==> src/rtl/riscv_hazard_unit.sv <==
// Hazard and sequencing control for the 5-stage RV32I pipeline: E-stage forwarding,
// load-use bubbles, branch flushes, a data-memory wait FSM and debug event counters.
module riscv_hazard_unit #(
  parameter int MEM_LAT = 0,
  parameter int CNT_W   = 32
) (
  input  logic             i_clk,
  input  logic             i_rstn,
  input  logic [4:0]       i_rs1_d,
  input  logic [4:0]       i_rs2_d,
  input  logic [4:0]       i_rs1_e,
  input  logic [4:0]       i_rs2_e,
  input  logic [4:0]       i_rd_e,
  input  logic [1:0]       i_result_src_e,
  input  logic             i_pc_src_e,
  input  logic [4:0]       i_rd_m,
  input  logic             i_reg_write_m,
  input  logic             i_mem_req_m,
  input  logic [4:0]       i_rd_w,
  input  logic             i_reg_write_w,
  input  logic             i_cnt_clr,
  output logic [1:0]       o_fwd_a_e,
  output logic [1:0]       o_fwd_b_e,
  output logic             o_stall_f,
  output logic             o_stall_d,
  output logic             o_stall_e,
  output logic             o_stall_m,
  output logic             o_flush_d,
  output logic             o_flush_e,
  output logic             o_flush_w,
  output logic [CNT_W-1:0] o_stall_cnt,
  output logic [CNT_W-1:0] o_flush_cnt
);

  localparam int LAT_W = (MEM_LAT > 1) ? $clog2(MEM_LAT) : 1;

  typedef enum logic {
    RUN  = 1'b0,
    WAIT = 1'b1
  } state_e;

  state_e             state_q, state_d;
  logic [LAT_W-1:0]   cnt_q, cnt_d;
  logic [CNT_W-1:0]   stall_cnt_q, stall_cnt_d;
  logic [CNT_W-1:0]   flush_cnt_q, flush_cnt_d;
  logic               mem_stall;
  logic               lw_stall;

  function automatic logic [1:0] fwd_sel(input logic [4:0] rs);
    if (i_reg_write_m && (i_rd_m != 5'd0) && (i_rd_m == rs)) begin
      return 2'b10;
    end else if (i_reg_write_w && (i_rd_w != 5'd0) && (i_rd_w == rs)) begin
      return 2'b01;
    end
    return 2'b00;
  endfunction

  always_comb begin
    o_fwd_a_e = fwd_sel(i_rs1_e);
    o_fwd_b_e = fwd_sel(i_rs2_e);
  end

  // The release cycle (WAIT, cnt==0) deliberately ignores i_mem_req_m so the
  // same access instruction is not counted twice.
  always_comb begin
    mem_stall = ((state_q == RUN) && i_mem_req_m && (MEM_LAT != 0)) ||
                ((state_q == WAIT) && (cnt_q != '0));
    lw_stall  = (i_result_src_e == 2'b01) && (i_rd_e != 5'd0) &&
                ((i_rd_e == i_rs1_d) || (i_rd_e == i_rs2_d));
  end

  always_comb begin
    o_stall_f = 1'b0;
    o_stall_d = 1'b0;
    o_stall_e = 1'b0;
    o_stall_m = 1'b0;
    o_flush_d = 1'b0;
    o_flush_e = 1'b0;
    o_flush_w = 1'b0;
    if (mem_stall) begin
      o_stall_f = 1'b1;
      o_stall_d = 1'b1;
      o_stall_e = 1'b1;
      o_stall_m = 1'b1;
      o_flush_w = 1'b1;
    end else if (i_pc_src_e) begin
      // The load-dependent instruction in D is discarded, so no stall is needed.
      o_flush_d = 1'b1;
      o_flush_e = 1'b1;
    end else if (lw_stall) begin
      o_stall_f = 1'b1;
      o_stall_d = 1'b1;
      o_flush_e = 1'b1;
    end
  end

  always_comb begin
    state_d = state_q;
    cnt_d   = cnt_q;
    if (state_q == RUN) begin
      if (i_mem_req_m && (MEM_LAT != 0)) begin
        state_d = WAIT;
        cnt_d   = LAT_W'(MEM_LAT - 1);
      end
    end else if (cnt_q != '0) begin
      cnt_d = cnt_q - LAT_W'(1);
    end else begin
      state_d = RUN;
    end
  end

  always_comb begin
    if (i_cnt_clr) begin
      stall_cnt_d = '0;
      flush_cnt_d = '0;
    end else begin
      stall_cnt_d = stall_cnt_q + CNT_W'(o_stall_f);
      flush_cnt_d = flush_cnt_q + CNT_W'(o_flush_d);
    end
  end

  always_ff @(posedge i_clk or negedge i_rstn) begin
    if (!i_rstn) begin
      state_q     <= RUN;
      cnt_q       <= '0;
      stall_cnt_q <= '0;
      flush_cnt_q <= '0;
    end else begin
      state_q     <= state_d;
      cnt_q       <= cnt_d;
      stall_cnt_q <= stall_cnt_d;
      flush_cnt_q <= flush_cnt_d;
    end
  end

  assign o_stall_cnt = stall_cnt_q;
  assign o_flush_cnt = flush_cnt_q;

endmodule

==> config.mk <==
export PLATFORM = sky130hd
export DESIGN_NAME = riscv_hazard_unit
export DESIGN_NICKNAME = d
export VERILOG_FILES = /design/src/rtl/riscv_hazard_unit.sv
export SDC_FILE = /design/constraint.sdc
export NUM_CORES = 1
export LEC_CHECK = 0
export CAP_MARGIN = 15
export CORE_MARGIN = 1.5
export CORE_UTILIZATION = 30
export CTS_CLUSTER_DIAMETER = 150
export DETAILED_ROUTE_END_ITERATION = 6
export PLACE_DENSITY = 0.61
export SKIP_CTS_REPAIR_TIMING = 1
export SYNTH_ARGS = -nofsm -noshare
export SYNTH_HDL_FRONTEND = slang
export SYNTH_SLANG_ARGS = --single-unit
==> constraint.sdc <==
create_clock -name i_clk -period 3.8 [get_ports i_clk]
set_input_delay 0.38 -clock i_clk [delete_from_list [all_inputs] [get_ports i_clk]]
set_output_delay 0.38 -clock i_clk [all_outputs]
set_load 0.01 [all_outputs]
==> results of run 1 <==
sequential cells by signal, indices dropped and copies added, names as in the netlist:
register,flops
o_flush_cnt,32
o_stall_cnt,32
logic make-up (layout without fill, tap and decap cells):
family                     count (synthesis)  count (layout)  synth area share
other                                      1               3          0.000991
DFF                                       64              64             0.423
buffers and inverters                     32             140            0.0450
and+or+nand+nor                          171             171             0.263
adders and majority gates                  4               4            0.0132
xor gates and xnor gates                  52              52             0.120
AOI/OAI and AO/OA                         81              81             0.131
muxes                                      1               1           0.00297
cell usage after synthesis (2+ instances only):
cell,number
dfrtp_1,64
xor2_1,40
or4_1,37
a21oi_1,36
o31ai_1,28
nor2_1,25
nand3_1,23
nand4_1,20
nand2_1,19
clkbuf_1,13
xnor2_1,12
or3_1,9
and4_1,7
nor3_1,7
nor4_1,7
o21ai_0,7
buf_4,6
inv_1,6
and2_1,5
nor2b_1,5
ha_1,4
o21ai_1,4
and3_1,3
buf_2,3
buf_6,2
o21ba_1,2
final cells by class:
| type | count | area, sq um |
|---|---|---|
| clock inverters | 3 | 17.5 |
| inverters | 6 | 22.5 |
| multi-input cells | 312 | 2020 |
| fillers | 1184 | 6880 |
| clock buffers | 13 | 250 |
| flip-flops and latches | 64 | 1600 |
| well taps | 168 | 210 |
| repair buffers | 118 | 1160 |
power by group:
part	leakage, nW	internal (mW)	switching (mW)	total [mW]
combinational	0.924	0.0670	0.0619	0.129
sequential	0.893	0.684	0.00209	0.686
clock	0.130	0.457	0.295	0.752
routing by layer:
metal  track usage  routed length (microns)
met1         0.190                     4420
met4        0.0535                      157
met3        0.0459                      503
met2         0.255                     4850
met5             0                        0
path summary, 6_finish.rpt:
check | from | endpoint | slack [ns] | cells after the start
min | i_rstn | o_flush_cnt[15] | 0.12 | 1
min reg2reg | o_flush_cnt[31] | o_flush_cnt[31] | 0.56 | 2
min in group i_clk | o_flush_cnt[31] | o_flush_cnt[31] | 0.56 | 2
max reg2reg | o_flush_cnt[0] | o_flush_cnt[18] | 1.33 | 6
max | i_rd_e[0] | o_stall_cnt[19] | 0.77 | 10
max in group asynchronous | i_rstn | o_flush_cnt[14] | 2.74 | 2
==> results.md, run 1 <==
- Crit path buffers/inverters: 1
- Routed len/inst: 14.5 microns
- Root Buffer: clkbuf_16
- Iteration-0 DRC Markers: 208
- Ys async rst share: 1.00
- Post-DRT Antenna Nets: 0
- CP max FO: 18
- Commonest cells after routing, fill and taps aside: clkdlybuf4s50_1, dfrtp_1, xor2_1, or4_1, a21oi_1
- Cell area after synthesis: 3780 sq um
- Global Route Usage Sum: 0.154
- Synth Flop Type: dfrtp_1
- Largest area contributor in the netlist: dfrtp_1
- Seq/Total Area, Yosys: 0.423
- Initial Util: 0.311
- Worst path most repeated cell: nor3_1
- Port Buffer Count: 114
- Routed WL: 9.93 mm
- # IOs: 119
- CTS Buffer Depth: 2
- DP Area: 5020 sq um
- HP Class: in2async
- Via density per instance: 5.13
- Critical path, cell by cell: clkdlybuf4s50_1 > xor2_1 > nor3_1 > a22oi_1 > nor3_1 > ha_1 > and3_1 > nand2_1 > nor4_1 > mux2_1
- CTS Buf Count: 9
- Chip Width: 115 microns
- Clock skew: 0.00771 ns
- Min cycle time layout: 3.03 ns
- Post-synthesis register bit count: 64
- Worst Setup Path Type: in2reg
- Core Region: 12200 sq um
- Dpl hpwl: 7.11 mm
- Final WS setup: 0.774 ns
- Overflow after GRT: 0
- Row count: 40
- CP Launch Type: input port
- Share of cells above drive strength 1: 0.0426
- Placed insts: 668
- Most common cell after layout, fill and taps aside: clkdlybuf4s50_1
- Syn-to-layout area delta: 39.6%
- Clk sinks: 64
- Die area: 13300 sq um
- Slowest stage delay, CP: 0.46 ns
- RSZ-0062 raised after global routing: false
- CP top delay family: simple AND/OR/NAND/NOR gates
- Setup-failing EPs final: 0
- Finished Cell Area: 5280 sq um
- Largest net degree at the start of global routing: 56
- Ranking of synthesized cells by area: dfrtp_1, xor2_1, or4_1
- TritonCTS clock tree: built
- Worst slack, placed: 0.405 ns
- Finished Core Util: 0.434
- Power density over cell area: 297 nW/um^2
- Routability congestion estimate: 0.751
- Height of the die: 115 microns
- Period utilization: 0.796
- Pins over their slew limit: 0
- Critical Path AT: 3.24 ns
- Max-cap violations: 0
- Vias: 3509
- Antenna diode count: 0
- Fin. Hold Viols: 0
- TritonRoute pass-1 iters: 4
- Crit end category: flop
- Post-synth EDFFs: 0
- Post-route setup TNS: 0 ns
- Worst Tran Pin Value: 1.05 ns
- Layout Cells excl Fill: 684
- First-pass GRT wire length: 16.2 mm
- Top cell type's share of synthesized area: 0.423
- Max Clk Rate: 330 MHz
- H-tree depth: 3
- Antenna violations before repair: 0
- DRC viols: 0
- Nets: 559
- Slowest CP cell: clkdlybuf4s50_1
- Status: complete, no violations
- Leakage power: 1.95 nW
- Slew headroom: 0.299
- Post-Synthesis Cells: 406
- Final hold slack: 0.125 ns
- Post-synth cell types: 38
- Vias in the first global route: 3417
- Clock Pin Slew Worst Setup and Hold Paths: 0.05 ns
- Synth warnings: 0
- Design Power: 1.57 mW
- Required time worst endpoint: 4.01 ns
- Post-Syn Area per Cell: 9.32 sq um
- VDD IR max: 0.195 mV
- Clk Latency, worst-skew pair: 0.33 ns
(Power assumes the default switching activity.)
==> run 2, diff against run 1 <==
--- a/config.mk
+++ b/config.mk
@@ -10,7 +10,7 @@
 export CORE_UTILIZATION = 30
 export CTS_CLUSTER_DIAMETER = 150
 export DETAILED_ROUTE_END_ITERATION = 6
-export PLACE_DENSITY = 0.61
+export PLACE_DENSITY = 0.63
 export SKIP_CTS_REPAIR_TIMING = 1
 export SYNTH_ARGS = -nofsm -noshare
 export SYNTH_HDL_FRONTEND = slang
==> constraint.sdc (replaced) <==
create_clock -name i_clk -period 2.5 [get_ports i_clk]
set_input_delay 0.25 -clock i_clk [delete_from_list [all_inputs] [get_ports i_clk]]
set_output_delay 0.25 -clock i_clk [all_outputs]
set_load 0.01 [all_outputs]
==> results.md, run 2 (same netlist as run 1, synthesis figures left out) <==
- Status: complete, no violations (unchanged)
- Slew headroom: 0.441 (was 0.299)
- Syn-to-layout area delta: 48.8% (was 39.6%)
- H-tree depth: 3 (unchanged)
- Crit. Startpoint: i_rd_m[4] (was i_rd_e[0])
- Most common cell after layout, fill and taps aside: clkdlybuf4s50_1 (unchanged)
- Worst Setup Path Type: in2out (was in2reg)
- Core Region: 12200 sq um (unchanged)
- Clock skew: 0.00525 ns (was 0.00771 ns)
- CP Launch Type: input port (unchanged)
- TritonRoute pass-1 iters: 6 (was 4)
- Required time worst endpoint: 2.25 ns (was 4.01 ns)
- Setup-failing EPs final: 0 (unchanged)
- Crit end category: primary output (was flop)
- CTS Buf Count: 9 (unchanged)
- Clock share of power: 0.507 (was 0.480)
- Worst Tran Pin Value: 0.838 ns (was 1.05 ns)
- NetSw: 569 uW (was 359 uW)
- Clk Latency, worst-skew pair: 0.33 ns (about the same)
- Routed len/inst: 14.6 microns (was 14.5 microns)
- Flop pwr share: 0.410 (was 0.438)
- HP Class: in2async (unchanged)
- Min cycle time layout: 2.43 ns
- Pins over their slew limit: 0 (unchanged)
- DP Area: 5250 sq um (was 5020 sq um)
- Iteration-0 DRC Markers: 186 (was 208)
- TritonCTS clock tree: built (unchanged)
- Vias: 3662 (was 3509)
- Height of the die: 115 microns (unchanged)
- VDD IR max: 0.276 mV (was 0.195 mV)
- Dpl hpwl: 7.34 mm (was 7.11 mm)
- Antenna diode count: 0 (unchanged)
- CTS Buffer Depth: 2 (unchanged)
- Global Route Usage Sum: 0.163 (was 0.154)
- Fin. Hold Viols: 0 (unchanged)
- Final hold slack: 0.104 ns (was 0.125 ns)
- Overflow after GRT: 0 (unchanged)
- Routed WL: 10.4 mm (was 9.93 mm)
- First-pass GRT wire length: 17.2 mm (was 16.2 mm)
- Sw frac: 0.224 (was 0.229)
- Routability congestion estimate: 0.767 (was 0.751)
- Antenna violations before repair: 0 (unchanged)
- RSZ-0062 raised after global routing: false (unchanged)
- Chip Width: 115 microns (unchanged)
- Finished Cell Area: 5630 sq um (was 5280 sq um)
- Period utilization: 0.973
- Clk sinks: 64 (unchanged)
- Int Pwr: 1.97 mW (was 1.21 mW)
- Critical path, cell by cell: clkdlybuf4s50_1 > buf_4 > xnor2_1 > nand3_1 > nor4_1 > buf_4 > clkdlybuf4s50_1 (was clkdlybuf4s50_1 > xor2_1 > nor3_1 > a22oi_1 > nor3_1 > ha_1 > and3_1 > nand2_1 > nor4_1 > mux2_1)
- Nets: 589 (was 559)
- Commonest cells after routing, fill and taps aside: clkdlybuf4s50_1, dfrtp_1, xor2_1, or4_1, a21oi_1 (unchanged)
- Slowest CP cell: clkdlybuf4s50_1 (unchanged)
- Port Buffer Count: 114 (unchanged)
- Via density per instance: 5.13 (about the same)
- # IOs: 119 (unchanged)
- Initial Util: 0.311 (unchanged)
- Max Clk Rate: 411 MHz
- Largest net degree at the start of global routing: 65 (was 56)
- Row count: 40 (unchanged)
- Slowest stage delay, CP: 0.53 ns (was 0.46 ns)
- Root Buffer: clkbuf_16 (unchanged)
- DRC viols: 0 (unchanged)
- CP max FO: 2 (was 18)
- Post-DRT Antenna Nets: 0 (unchanged)
- Share of cells above drive strength 1: 0.114 (was 0.0426)
- Vias in the first global route: 3674 (was 3417)
- Reg-to-reg startpoint: o_flush_cnt[14] (was o_flush_cnt[0])
- Leakage power: 2.25 nW (was 1.95 nW)
- Combinational Power Share: 0.083 (was 0.082)
- Power density over cell area: 451 nW/um^2 (was 297 nW/um^2)
- Clock Pin Slew Worst Setup and Hold Paths: 0.05 ns (about the same)
- Max-cap violations: 0 (unchanged)
- Critical Path AT: 2.18 ns (was 3.24 ns)
- Die area: 13300 sq um (unchanged)
run 2: per-stage QoR:
step | setup TNS, ns | instances | utilization | setup slack (ns) | power [mW]
after detailed placement | -7.38 | 696 | 0.431 | -0.504 | 1.28
after CTS | -0.843 | 712 | 0.457 | -0.144 | 2.59
after floorplan | -0.00357 | 408 | - | -0.00357 | 1.14
final | 0 | 714 | 0.463 | 0.0684 | 2.54
after global routing | 0 | 714 | 0.463 | 0.00330 | 2.64
after global placement | -5.72 | 696 | 0.431 | -0.364 | 1.27
run 2: path summary, 6_finish.rpt:
| path | endpoint | cells past startpoint | slack [ns] |
|---|---|---|---|
| min in group i_clk | o_flush_cnt[11] | 2 | 0.44 |
| worst min register to register | o_flush_cnt[31] | 2 | 0.55 |
| worst max-delay path | o_fwd_a_e[1] | 7 | 0.07 |
| worst max register to register | o_flush_cnt[31] | 4 | 0.28 |
| max in group asynchronous | o_stall_cnt[20] | 2 | 1.85 |
| worst min-delay path | o_flush_cnt[13] | 2 | 0.10 |
run 2: power by group through the flow:
stage	sequential (mW)	clock (mW)	combinational, mW
final	1.04	1.29	0.210
after global routing	1.04	1.36	0.231
after CTS	1.04	1.33	0.216
after detailed placement	1.06	0	0.214
after global placement	1.06	0	0.210
after floorplan	1.06	0	0.0740
run 2: critical path, delay by kind of cell:
family	cells	cell delay, ns
AND/OR/NAND/NOR	2	0.49
XOR/XNOR	1	0.14
buffers and inverters	4	1.29
run 2: metal layers:
layer	wire length, microns	global-route usage	part of all wire	vias up
li1	-	-	-	1785
met4	159	0.0675	0.015	0
met2	5220	0.275	0.50	90
met1	4610	0.201	0.44	1774
met5	0	0	0	-
met3	408	0.0374	0.039	13
run 2: cell type report:
cell class,count,area (sq um)
Multi-Input combinational cell,312,2060
Fill cell,1164,6530
Tap cell,168,210
Clock inverter,5,55.1
Timing Repair Buffer,148,1430
Sequential cell,64,1600
Inverter,6,22.5
Clock buffer,11,253
==> run 3, diff against run 2 <==
--- a/config.mk
+++ b/config.mk
@@ -10,6 +10,7 @@
 export CORE_UTILIZATION = 30
 export CTS_CLUSTER_DIAMETER = 150
 export DETAILED_ROUTE_END_ITERATION = 6
+export MAX_ROUTING_LAYER = met4
 export PLACE_DENSITY = 0.63
 export SKIP_CTS_REPAIR_TIMING = 1
 export SYNTH_ARGS = -nofsm -noshare
==> results.md, run 3 (same netlist as run 1, synthesis figures left out) <==
- Status: complete, no violations (unchanged)
- VDD IR max: 0.277 mV (was 0.276 mV)
- Clock Pin Slew Worst Setup and Hold Paths: 0.05 ns (about the same)
- Antenna diode count: 0 (unchanged)
- Antenna violations before repair: 0 (unchanged)
- Clk sinks: 64 (unchanged)
- Worst slack, placed: -0.504 ns (unchanged)
- Largest net degree at the start of global routing: 65 (unchanged)
- TritonRoute pass-1 iters: 6 (unchanged)
- Routed len/inst: 14.7 microns (was 14.6 microns)
- Worst Setup Path Type: in2out (unchanged)
- Syn-to-layout area delta: 48.7% (was 48.8%)
- Worst Tran Pin Value: 0.835 ns (was 0.838 ns)
- Chip Width: 115 microns (unchanged)
- DP Area: 5250 sq um (unchanged)
- Core Region: 12200 sq um (unchanged)
- Root Buffer: clkbuf_16 (unchanged)
- Row count: 40 (unchanged)
- Share of cells above drive strength 1: 0.115 (was 0.114)
- Commonest cells after routing, fill and taps aside: clkdlybuf4s50_1, dfrtp_1, xor2_1, or4_1, a21oi_1 (unchanged)
- Leakage power: 2.23 nW (was 2.25 nW)
- Routability congestion estimate: 0.777 (was 0.767)
- Overflow after GRT: 0 (unchanged)
- Crit end category: primary output (unchanged)
- Post-route setup TNS: 0 ns (unchanged)
- CP top delay family: buffers and inverters (unchanged)
- CTS Buf Count: 9 (unchanged)
- Post-DRT Antenna Nets: 0 (unchanged)
- Finished Core Util: 0.463 (about the same)
- Fin. Hold Viols: 0 (unchanged)
- Dpl hpwl: 7.34 mm (unchanged)
- Clock skew: 0.00379 ns (was 0.00525 ns)
- Min cycle time layout: 2.43 ns (about the same)
- Period utilization: 0.971 (was 0.973)
- Critical path, cell by cell: clkdlybuf4s50_1 > buf_4 > xnor2_1 > nand3_1 > nor4_1 > buf_4 > clkdlybuf4s50_1 (unchanged)
- Via density per instance: 5.15 (was 5.13)
- DRC viols: 0 (unchanged)
- Required time worst endpoint: 2.25 ns (about the same)
- Routed WL: 10.5 mm (was 10.4 mm)
- CP Launch Type: input port (unchanged)
- Slew headroom: 0.443 (was 0.441)
- Slowest stage delay, CP: 0.53 ns (about the same)
- Iteration-0 DRC Markers: 241 (was 186)
- # IOs: 119 (unchanged)
- Vias in the first global route: 3662 (was 3674)
- Design Power: 2.54 mW (about the same)
- Final WS setup: 0.0713 ns (was 0.0684 ns)
- CP max FO: 2 (unchanged)
- Die area: 13300 sq um (unchanged)
- Height of the die: 115 microns (unchanged)
- H-tree depth: 3 (unchanged)
- TritonCTS clock tree: built (unchanged)
- Crit path buffers/inverters: 4 (unchanged)
- Finished Cell Area: 5630 sq um (about the same)
- Critical Path AT: 2.18 ns (about the same)
- Port Buffer Count: 114 (unchanged)
- Max Clk Rate: 412 MHz (was 411 MHz)
- Most common cell after layout, fill and taps aside: clkdlybuf4s50_1 (unchanged)
- Global Route Usage Sum: 0.170 (was 0.163)
- Vias: 3675 (was 3662)
- Slowest CP cell: clkdlybuf4s50_1 (unchanged)
- Power density over cell area: 451 nW/um^2 (about the same)
- CTS Buffer Depth: 2 (unchanged)
- Nets: 589 (unchanged)
- Setup-failing EPs final: 0 (unchanged)
- HP Class: in2async (unchanged)
- Clk Latency, worst-skew pair: 0.33 ns (about the same)
- First-pass GRT wire length: 17.3 mm (was 17.2 mm)
- Max-cap violations: 0 (unchanged)
- Initial Util: 0.311 (unchanged)
- Pins over their slew limit: 0 (unchanged)
==> run 3: area by class of cell <==
type / instances / area [sq um]
fillers: 1161 / 6530
well taps: 168 / 210
inverters: 6 / 22.5
clock buffers: 11 / 253
flip-flops and latches: 64 / 1600
clock inverters: 5 / 55.1
repair buffers: 148 / 1430
multi-input cells: 312 / 2060
==> run 3: worst reg2reg max path: stages, from the launching register on <==
cell and delay [ns]:
dfrtp_1 0.45, nand3_1 0.23, or3_1 0.68, or4_1 0.60, a21oi_1 0.19
==> run 3: power breakdown <==
group / total, mW / switching (mW) / internal (mW)
clock network: 1.29 / 0.464 / 0.822
registers: 1.04 / 0.00330 / 1.04
logic: 0.211 / 0.0997 / 0.111
==> run 3: per-stage QoR <==
stage,instances,hold WS (ns)
floorplan,408,-0.0456
global placement,696,0.491
detailed placement,696,0.494
CTS,712,0.142
global route,714,0.178
finish,714,0.106
==> run 3: routing by layer <==
metal | wire [microns] | up-vias | track usage
li1 | - | 1790 | -
met4 | 120 | 0 | 0.0527
met5 | 0 | - | -
met2 | 5250 | 78 | 0.275
met3 | 397 | 12 | 0.0517
met1 | 4710 | 1795 | 0.202
==> run 3: worst paths after layout <==
kind | start | slack [ns] | cells after the start | to
worst max-delay path | i_rd_m[4] | 0.07 | 7 | o_fwd_a_e[1]
worst min-delay path | i_rstn | 0.11 | 2 | o_flush_cnt[13]
worst max register to register | o_stall_cnt[7] | 0.27 | 4 | o_stall_cnt[25]
worst min register to register | o_flush_cnt[31] | 0.55 | 2 | o_flush_cnt[31]
max in group asynchronous | i_rstn | 1.85 | 2 | o_stall_cnt[19]
min in group i_clk | i_cnt_clr | 0.45 | 2 | o_flush_cnt[11]
